`src/rtl/cic_pkg.sv`:
```
// Shared CIC definitions: sample types, legal parameter ranges and the
// bit-growth helper used to size accumulators across the CIC sections.
package cic_pkg;

  // Legal parameter ranges for the interpolation ratio and stage count.
  localparam int unsigned CIC_R_MIN = 2;
  localparam int unsigned CIC_R_MAX = 255;
  localparam int unsigned CIC_N_MIN = 1;
  localparam int unsigned CIC_N_MAX = 8;

  // Default sample widths shared by the comb and integrator sections.
  localparam int unsigned CIC_IN_W  = 32;
  localparam int unsigned CIC_OUT_W = 40;

  typedef logic signed [CIC_IN_W-1:0]  cic_sample_t;
  typedef logic signed [CIC_OUT_W-1:0] cic_acc_t;

  // Integrator-section control state.
  typedef enum logic [0:0] {
    ST_IDLE = 1'b0,
    ST_RUN  = 1'b1
  } cic_state_e;

  // Bit growth N*log2(R*M), rounded up: the smallest g with 2^g >= (R*M)^N.
  function automatic int unsigned growth(input int unsigned r,
                                         input int unsigned m,
                                         input int unsigned n);
    logic [127:0] target;
    logic [127:0] pw;
    int unsigned  g;
    target = 128'd1;
    for (int i = 0; i < int'(n); i++) begin
      target = target * 128'(r * m);
    end
    pw = 128'd1;
    g  = 0;
    for (int i = 0; i < 127; i++) begin
      if (pw < target) begin
        pw = {pw[126:0], 1'b0};
        g  = g + 1;
      end else begin
        pw = pw;
      end
    end
    return g;
  endfunction

endpackage

```
`src/rtl/cic_upsample_integrator_if.sv`:
```
// Streaming bus of the integrator section: low-rate samples in, high-rate
// filtered samples out, each side with its own valid/ready handshake.
interface cic_upsample_integrator_if #(
  parameter int unsigned IN_W  = 32,
  parameter int unsigned OUT_W = 40
);
  logic signed [IN_W-1:0]  d_in;
  logic                    in_valid;
  logic                    in_ready;
  logic signed [OUT_W-1:0] d_out;
  logic                    out_valid;
  logic                    out_ready;

  // Producer/consumer side that feeds samples and drains results.
  modport master (
    output d_in, in_valid, out_ready,
    input  in_ready, d_out, out_valid
  );

  // The integrator block itself.
  modport slave (
    input  d_in, in_valid, out_ready,
    output in_ready, d_out, out_valid
  );
endinterface

```
`src/rtl/cic_integrator_stage.sv`:
```
// One integrator stage: a registered wrap-around accumulator that adds its
// upstream value whenever the chain advances.
module cic_integrator_stage #(
  parameter int unsigned W = 40
) (
  input  logic                clk,
  input  logic                rst,
  input  logic                adv,
  input  logic signed [W-1:0] addend,
  output logic signed [W-1:0] acc
);

  logic signed [W-1:0] acc_r;

  // Accumulate on advance, otherwise hold; adds wrap silently.
  always_ff @(posedge clk or negedge rst) begin
    if (!rst) begin
      acc_r <= {W{1'b0}};
    end else if (adv) begin
      acc_r <= acc_r + addend;
    end else begin
      acc_r <= acc_r;
    end
  end

  assign acc = acc_r;

endmodule

```
`src/rtl/cic_upsample_integrator_chk.sv`:
```
// Protocol properties of the integrator section's output side.
module cic_upsample_integrator_chk #(
  parameter int unsigned OUT_W = 40
) (
  input logic                    clk,
  input logic                    rst,
  input logic                    out_valid,
  input logic                    out_ready,
  input logic                    in_ready,
  input logic                    phase_zero,
  input logic                    running,
  input logic signed [OUT_W-1:0] d_out
);

  // A stalled output keeps both its data and its valid flag.
  a_stall_hold: assert property (@(posedge clk) disable iff (!rst)
    (out_valid && !out_ready) |=> (out_valid && $stable(d_out)));

  // Inputs are only offered at the start of an interpolation period.
  a_ready_phase: assert property (@(posedge clk) disable iff (!rst)
    in_ready |-> phase_zero);

  // Output can only be valid once the first sample has been taken.
  a_valid_run: assert property (@(posedge clk) disable iff (!rst)
    out_valid |-> running);

endmodule

```
`src/rtl/cic_upsample_integrator.sv`:
```
// CIC interpolator integrator section: zero-stuffs each accepted low-rate
// sample to R high-rate slots and feeds it through N pipelined integrators.
// The whole pipe moves as one unit on "advance", so a stalled consumer
// freezes every stage, the phase counter and the fill counter together.
module cic_upsample_integrator
  import cic_pkg::*;
#(
  parameter int unsigned R     = 4,
  parameter int unsigned N     = 3,
  parameter int unsigned IN_W  = 32,
  parameter int unsigned OUT_W = 40
) (
  input logic                      clk,
  input logic                      rst,
  cic_upsample_integrator_if.slave bus
);

  localparam int unsigned       PH_W      = $clog2(R);
  localparam int unsigned       FILL_W    = $clog2(N + 1);
  localparam logic [PH_W-1:0]   PH_LAST   = PH_W'(R - 1);
  localparam logic [FILL_W-1:0] FILL_FULL = FILL_W'(N);
  localparam logic [FILL_W-1:0] FILL_PRE  = FILL_W'(N - 1);

  cic_state_e              state_r;
  cic_state_e              state_nxt_s;
  logic [PH_W-1:0]         phase_r;
  logic [PH_W-1:0]         phase_nxt_s;
  logic [FILL_W-1:0]       fill_r;
  logic [FILL_W-1:0]       fill_nxt_s;
  logic                    out_valid_r;
  logic                    out_valid_nxt_s;

  logic                    phase_zero_s;
  logic                    out_free_s;
  logic                    adv_s;
  logic                    in_ready_s;
  logic                    running_s;
  logic signed [IN_W-1:0]  d_in_s;
  logic signed [OUT_W-1:0] inject_s;

  logic signed [OUT_W-1:0] addend_s [N];
  logic signed [OUT_W-1:0] acc_s    [N];

  assign d_in_s = bus.d_in;

  // Handshake, advance decision and zero-stuffed injection value.
  always_comb begin
    phase_zero_s = (phase_r == {PH_W{1'b0}});
    out_free_s   = ~out_valid_r | bus.out_ready;
    // At phase 0 the chain needs a real sample; never substitute zeros.
    adv_s        = out_free_s & (~phase_zero_s | bus.in_valid);
    // Held low during reset; independent of in_valid by construction.
    in_ready_s   = rst & phase_zero_s & out_free_s;
    if (phase_zero_s) begin
      inject_s = OUT_W'($signed(d_in_s));
    end else begin
      inject_s = {OUT_W{1'b0}};
    end
  end

  // FSM, phase and fill next-state; everything moves only on advance.
  always_comb begin
    state_nxt_s     = state_r;
    phase_nxt_s     = phase_r;
    fill_nxt_s      = fill_r;
    out_valid_nxt_s = out_valid_r;
    case (state_r)
      ST_IDLE: begin
        // In IDLE an advance can only come from an accepted sample.
        if (adv_s) begin
          state_nxt_s = ST_RUN;
        end else begin
          state_nxt_s = ST_IDLE;
        end
      end
      ST_RUN: begin
        state_nxt_s = ST_RUN;
      end
      default: begin
        state_nxt_s = ST_IDLE;
      end
    endcase
    if (adv_s) begin
      if (phase_r == PH_LAST) begin
        phase_nxt_s = {PH_W{1'b0}};
      end else begin
        phase_nxt_s = phase_r + PH_W'(1);
      end
      if (fill_r != FILL_FULL) begin
        fill_nxt_s = fill_r + FILL_W'(1);
      end else begin
        fill_nxt_s = fill_r;
      end
      // Valid rises when the first sample has crossed all N stages.
      if (fill_r == FILL_PRE) begin
        out_valid_nxt_s = 1'b1;
      end else begin
        out_valid_nxt_s = out_valid_r;
      end
    end else begin
      phase_nxt_s     = phase_r;
      fill_nxt_s      = fill_r;
      out_valid_nxt_s = out_valid_r;
    end
  end

  // Control state registers.
  always_ff @(posedge clk or negedge rst) begin
    if (!rst) begin
      state_r     <= ST_IDLE;
      phase_r     <= {PH_W{1'b0}};
      fill_r      <= {FILL_W{1'b0}};
      out_valid_r <= 1'b0;
    end else begin
      state_r     <= state_nxt_s;
      phase_r     <= phase_nxt_s;
      fill_r      <= fill_nxt_s;
      out_valid_r <= out_valid_nxt_s;
    end
  end

  // Integrator cascade: stage 0 takes the stuffed input, stage k the
  // registered output of stage k-1.
  for (genvar k = 0; k < N; k++) begin : g_stage
    if (k == 0) begin : g_first
      assign addend_s[k] = inject_s;
    end else begin : g_next
      assign addend_s[k] = acc_s[k-1];
    end
    cic_integrator_stage #(
      .W (OUT_W)
    ) u_stage (
      .clk    (clk),
      .rst    (rst),
      .adv    (adv_s),
      .addend (addend_s[k]),
      .acc    (acc_s[k])
    );
  end

  assign bus.d_out     = acc_s[N-1];
  assign bus.out_valid = out_valid_r;
  assign bus.in_ready  = in_ready_s;
  assign running_s     = (state_r == ST_RUN);

  cic_upsample_integrator_chk #(
    .OUT_W (OUT_W)
  ) u_chk (
    .clk        (clk),
    .rst        (rst),
    .out_valid  (out_valid_r),
    .out_ready  (bus.out_ready),
    .in_ready   (in_ready_s),
    .phase_zero (phase_zero_s),
    .running    (running_s),
    .d_out      (acc_s[N-1])
  );

endmodule

```
`src/flat_wrapper.sv`:
```
// flat-port wrapper written by rule: the top's interface ports become plain ports
module cic_upsample_integrator_flat import cic_pkg::*;
#(
  parameter int unsigned R     = 4,
  parameter int unsigned N     = 3,
  parameter int unsigned IN_W  = 32,
  parameter int unsigned OUT_W = 40
)
  (clk, rst, bus_d_in, bus_in_valid, bus_out_ready, bus_in_ready, bus_d_out, bus_out_valid);
  cic_upsample_integrator_if #(.IN_W(IN_W), .OUT_W(OUT_W)) bus_i ();
  input logic clk;
  input logic rst;
  input wire logic [$bits(bus_i.d_in)-1:0] bus_d_in;
  input wire logic [$bits(bus_i.in_valid)-1:0] bus_in_valid;
  input wire logic [$bits(bus_i.out_ready)-1:0] bus_out_ready;
  output wire logic [$bits(bus_i.in_ready)-1:0] bus_in_ready;
  output wire logic [$bits(bus_i.d_out)-1:0] bus_d_out;
  output wire logic [$bits(bus_i.out_valid)-1:0] bus_out_valid;
  assign bus_i.d_in = bus_d_in;
  assign bus_i.in_valid = bus_in_valid;
  assign bus_i.out_ready = bus_out_ready;
  assign bus_in_ready = bus_i.in_ready;
  assign bus_d_out = bus_i.d_out;
  assign bus_out_valid = bus_i.out_valid;
  cic_upsample_integrator #(.R(R), .N(N), .IN_W(IN_W), .OUT_W(OUT_W)) u_core (.clk(clk), .rst(rst), .bus(bus_i));
endmodule
```
`config.mk`:
```
export PLATFORM = sky130hd
export DESIGN_NAME = cic_upsample_integrator_flat
export DESIGN_NICKNAME = d
export VERILOG_FILES = /design/src/rtl/cic_pkg.sv /design/src/rtl/cic_upsample_integrator_if.sv /design/src/rtl/cic_integrator_stage.sv /design/src/rtl/cic_upsample_integrator_chk.sv /design/src/rtl/cic_upsample_integrator.sv /design/src/flat_wrapper.sv
export SDC_FILE = /design/constraint.sdc
export NUM_CORES = 1
export LEC_CHECK = 0
export CORE_ASPECT_RATIO = 1.25
export CORE_MARGIN = 5
export CORE_UTILIZATION = 51
export CTS_CLUSTER_DIAMETER = 40
export DETAILED_ROUTE_END_ITERATION = 12
export HOLD_SLACK_MARGIN = 0.08
export PLACE_DENSITY_LB_ADDON = 0.3
export SYNTH_ARGS = -nofsm -noshare
export SYNTH_HDL_FRONTEND = slang
export SYNTH_HIERARCHICAL = 1
export SYNTH_SLANG_ARGS = --single-unit
```
`constraint.sdc`:
```
create_clock -name clk -period 4 [get_ports clk]
set_input_delay 0.6 -clock clk [delete_from_list [all_inputs] [get_ports clk]]
set_output_delay 0.6 -clock clk [all_outputs]
set_load 0.03 [all_outputs]
```
; Yosys cells after proc, flatten, opt, wreduce, memory -nomap -nowiden
; Cells that the tools add are included.
; W data, S select, Z words.
[classes]
reduce_logical = 3
bitwise = 7
mul = 0
n_eq_ne = 3
div_mod_pow = 0
add_sub_neg = 5
muxes = 2
n_lt_le_gt_ge = 0
shift = 0
[op_table]
columns = cell, count
row1 = $add A40 B40 Y40, 3
row2 = $mux W40, 1
row3 = $add A2 B1 Y2 const B, 2
row4 = $eq A2 B2 Y1 const B, 2
row5 = $reduce_and A2 Y1, 2
row6 = $and A1 B1 Y1, 3
row7 = $logic_not A2 Y1, 1
row8 = $mux W2, 1
row9 = $ne A2 B2 Y1 const B, 1
row10 = $not A1 Y1, 2
row11 = $or A1 B1 Y1, 2
[totals]
memories = 0
reg_bits = 125
ram_bits = 0
romBits = 0
inputBits = 36
latch_bits = 0
out_inout_bits = 42

; Longest topological paths before layout
[logic_depth]
word_depth = 5
ltp_mapped = 15
depth_no_buf = 14

; Cells and area by module
; Netlist, hierarchy kept.
[modules_own_cells]
columns = mod, seq_area_each_um2, area_each_um2, cells_each, instances
row1 = cic_integrator_stage at u_core.g_stage[1].u_stage, 1001.0, 3751.1, 425, 1
row2 = cic_integrator_stage at u_core.g_stage[0].u_stage, 1001.0, 3632.2, 405, 1
row3 = cic_integrator_stage at u_core.g_stage[2].u_stage, 1001.0, 3514.6, 394, 1
row4 = cic_upsample_integrator, 125.1, 524.3, 61, 1

; Worst setup path before layout
; Ideal clock, no wire load.
[synth_path]
kind = flip-flop to flip-flop
start = reg u_core.phase_r[0]
end = reg u_core.g_stage[0].u_stage.acc_r[34]
arrival_time_ps = 3280
stages_incl_launch_ff = 16
slack_ps = 595
synth_period_minus_slack_ps = 3405
setup_time_ps = 125
t_required_ps = 3875
path_cell_list = dfrtp_1 > inv_1 > ha_1 > clkbuf_1 > and2_1 > ha_1 > fa_1 > a21o_1 > a221oi_2 > o21bai_1 > a211oi_2 > o21ai_1 > nand3_1 > a41oi_1 > xor2_1 > mux2_2
[synth_lines]
columns = item, line
row1 = from (decl), cic_upsample_integrator.sv:26  ; logic [PH_W-1:0] phase_r;
row2 = from (signal assigned), cic_upsample_integrator.sv:111  ; phase_r <= {PH_W{1'b0}};
row3 = from (signal assigned), cic_upsample_integrator.sv:116  ; phase_r <= phase_nxt_s;
row4 = $logic_not A2 Y1, cic_upsample_integrator.sv:48  ; phase_zero_s = (phase_r == {PH_W{1'b0}});
row5 = $mux W40, cic_upsample_integrator.sv:54  ; if (phase_zero_s) begin
row6 = named net u_core.inject_s[0], cic_upsample_integrator.sv:39  ; logic signed [OUT_W-1:0] inject_s;
row7 = $add A40 B40 Y40, cic_integrator_stage.sv:20  ; acc_r <= acc_r + addend;
row8 = to (signal assigned), cic_integrator_stage.sv:18  ; acc_r <= {W{1'b0}};
row9 = to (signal assigned), cic_integrator_stage.sv:20
row10 = to (signal assigned), cic_integrator_stage.sv:22  ; acc_r <= acc_r;
row11 = to (decl), cic_integrator_stage.sv:13  ; logic signed [W-1:0] acc_r;
; The timed path passes the listed nets, and every way through them passes these cells.
; A chain may end at the register's enable or synchronous reset.

; Worst setup path after layout
; Ends and elaborated chain as after synthesis.

==> results.txt <==
* Weighted congestion at the end of routability-driven global placement: ~0.95
- The netlist uses 86 different library cells.
* Final-layout worst hold slack: slightly above 0.3 ns
- Proportion of layout cells with a drive suffix above 1: 13.2%
- STA classifies the critical path endpoint as a flip-flop.
- For this run, the detailed router's first-pass iteration total came to 5.
* Number of enable-type register cells in the synthesized netlist: 0
* Number of global-route vias before repair: 9746
- Worst slew slack as a fraction of its limit: a little over a third
- Worst setup path category: flip-flop to flip-flop
- For this run, the top clock speed supported by timing is 271 MHz.
- Final HPWL from detailed placement: 22500 um
- Final setup vio count: 0
* Port Buffer Count: 77
* Final antenna-violating net count: 0
- Using the TritonRoute via totals, the vias-per-cell ratio works out to 6.08.
- For this design the top-level I/O count stands at 78.
* Post-Place Cell Area: around 0.012 mm^2
- Number of nets produced by synthesis: about 1400
- Initial Utilization: about half
- The final hold violation count came to 0.
- Fraction of synthesized cell area taken by the top area cell type: between 20 and 30%
- Signal arrival time at the worst endpoint: 3.99 ns
- Entering global routing, the biggest net connects 76 pins.
* Post-cts resize count: 0
- In this run, CTS created clock tree buffers numbering 17.
* Y dimension of the die: 177 um
- Root Buffer: sky130_fd_sc_hd__clkbuf_16
* Worst-path clk slew: 0.06 ns
- CTS tree: built
- Final critical-path setup slack: 0.314 ns
- Final routed wirelength across all metal layers: around 29000 um
* Sum Neg Setup Slack: 0 ns
* Ratio of final minimum period to clock period: about 90%
- Area of the core: between 0.02 and 0.025 mm^2
- Compared with the post-synthesis result, the final layout area differs by 13.9%.
- Number of slew-limit violations in the final report: 0
- Synthesis inferred between 100 and 150 register bits.
- Once the clock tree was built, the setup fixing pass inserted 0 buffers.
* Transition at the pin with the smallest max-transition slack: ~0.96 ns
* List of most frequent post-synthesis cells: 136 x sky130_fd_sc_hd__a21oi_1, 125 x sky130_fd_sc_hd__dfrtp_1, 121 x sky130_fd_sc_hd__ha_1
- Number of sinks on the clock net: between 100 and 150
- Fin nets: roughly 1500
* RSZ-0062 raised after global routing: false
- Share of flip-flops with an asynchronous set or reset after synthesis: 100%
* Average routed wire per standard cell: roughly 18 um
- Antenna diode count: 0
- Commonest register cell after synthesis: sky130_fd_sc_hd__dfrtp_1
- From left edge to right edge, the die measures around 140 um.
- Remaining design rule violation count: 0
* Std cell rows: a little over 60
* Max-cap violations: 0
- The largest total area in the synthesized netlist belongs to sky130_fd_sc_hd__dfrtp_1.
* Worst slack at placement: between 0.15 and 0.2 ns
- Post-Syn Instances: 1285
* Initial antenna violation count: 0
- Global-route wire length before repair: around 47000 um
* Worst-Skew Late Latency: around 0.43 ns
* Cts hold-fix bufs: 0
* Post-layout instance area: ~0.013 mm^2
- In this run the worst path has a maximum fanout of 12.
- The cell area that synthesis handed to floorplanning was ~0.011 mm^2.
* Startpoint types: flip-flop
* Initial DRC count: 557
- The path class of the tightest hold or removal check is primary input to asynchronous set/reset pin.
- H-tree levels: 4
- For this run, the register share of the synthesized area comes to a little over a quarter.
- Largest buffer count on any clock path: 2
- Ranking of synthesized cells by area: sky130_fd_sc_hd__dfrtp_1 27%, sky130_fd_sc_hd__ha_1 13%, sky130_fd_sc_hd__mux2_2 9.2%
- Mean instance size in the synthesized netlist: ~8.9 um^2
* CP Data Required Time: 4.31 ns
- Summed over all layers, the global routing overflow is 0.
- Dominant cell by count in the synthesized netlist: sky130_fd_sc_hd__a21oi_1
- Via count of the routed design: between 9000 and 10000
* Total track usage: approximately 23%
- After layout, the minimum clock period comes to about 3.7 ns.
* Number of warnings printed during yosys synthesis: 6
* Outcome: complete, no violations
- Area enclosed by the die boundary: ~0.026 mm^2
- Clock skew on the completed layout was measured at 0.0125 ns.
## stage by stage
stage	instances	utilization, %
3_3_place_gp	1603	56.2
5_1_grt	1635	58.8
4_1_cts	1635	58.8
2_1_floorplan	1285	-
3_5_place_dp	1603	56.2
6_report	1635	58.8
## state kept, by name, indices dropped and copies added, names as in the netlist
signal and cells:
u_core/phase_r 2, u_core/fill_r 2, u_core/bus.out_valid 1, u_core/g_stage.u_stage/acc 120
## final cells by class
class                           instances  area, um^2
Timing Repair Buffer                   89         871
Tap cell                              283         354
Multi-Input combinational cell       1074        7960
Fill cell                            2002        9120
Clock inverter                         15         158
Inverter                               32         120
Clock buffer                           17         425
Sequential cell                       125        3130
## cell families after synthesis
group                      share of synthesized area, %
DFF                                                27.4
AOI/OAI and AO/OA                                  22.6
xor gates and xnor gates                           7.82
muxes                                              9.83
buffers and inverters                              2.96
and+or+nand+nor                                    15.6
adders and majority gates                          13.8
## cell usage in the layout, fill, tap and decap left out, types with 9 or more instances in the layout
cell type                         count
sky130_fd_sc_hd__a21o_1              39
sky130_fd_sc_hd__a21oi_1            136
sky130_fd_sc_hd__a31oi_1             20
sky130_fd_sc_hd__and2_1              33
sky130_fd_sc_hd__and3_1              11
sky130_fd_sc_hd__buf_4               12
sky130_fd_sc_hd__clkbuf_16           17
sky130_fd_sc_hd__clkdlybuf4s50_1     76
sky130_fd_sc_hd__dfrtp_1            125
sky130_fd_sc_hd__ha_1               121
sky130_fd_sc_hd__inv_1               32
sky130_fd_sc_hd__mux2_2              93
sky130_fd_sc_hd__nand2_1             96
sky130_fd_sc_hd__nand3_1             28
sky130_fd_sc_hd__nand4_1             28
sky130_fd_sc_hd__nor2_1              80
sky130_fd_sc_hd__nor2b_1              9
sky130_fd_sc_hd__nor3_1              11
sky130_fd_sc_hd__o211ai_1            14
sky130_fd_sc_hd__o21a_1               9
sky130_fd_sc_hd__o21ai_0             78
sky130_fd_sc_hd__o21bai_1            22
sky130_fd_sc_hd__xnor2_1             58
sky130_fd_sc_hd__xor2_1              44
## critical path: stages, from the launching register on
cell                       delay [ns]
sky130_fd_sc_hd__dfrtp_1         0.38
sky130_fd_sc_hd__inv_1           0.06
sky130_fd_sc_hd__ha_1            0.31
sky130_fd_sc_hd__and2_1          0.21
sky130_fd_sc_hd__ha_1            0.22
sky130_fd_sc_hd__fa_1            0.41
sky130_fd_sc_hd__a21o_1          0.20
sky130_fd_sc_hd__a221oi_2        0.32
sky130_fd_sc_hd__o21bai_1        0.17
sky130_fd_sc_hd__a211oi_2        0.32
sky130_fd_sc_hd__o21ai_1         0.16
sky130_fd_sc_hd__nand3_1         0.16
sky130_fd_sc_hd__a41oi_1         0.19
sky130_fd_sc_hd__xor2_1          0.19
sky130_fd_sc_hd__mux2_2          0.27
## metal layers
metal	vias up	track usage (%)	wire length, um
li1	4872	-	-
met1	4698	26.7	11700
met2	282	41.2	15000
met3	84	3.18	1130
met4	0	10.3	1200
met5	-	0	0
## path summary, 6_finish.rpt
kind                                                   startpoint                           endpoint  slack, ns  cells after the start
worst min register to register  u_core/g_stage[2].u_stage/acc[39]  u_core/g_stage[2].u_stage/acc[39]       0.47                      1
worst max register to register                  u_core/phase_r[0]  u_core/g_stage[0].u_stage/acc[34]       0.31                     14
worst max-delay path                            u_core/phase_r[0]  u_core/g_stage[0].u_stage/acc[34]       0.31                     14
min in group clk                u_core/g_stage[2].u_stage/acc[39]  u_core/g_stage[2].u_stage/acc[39]       0.47                      1
max in group asynchronous                                     rst  u_core/g_stage[2].u_stage/acc[15]       2.26                      3
worst min-delay path                                          rst  u_core/g_stage[0].u_stage/acc[22]       0.31                      2
Power is not shown: default switching activity piles up to over one toggle a cycle in this logic, so the estimate is an artifact.
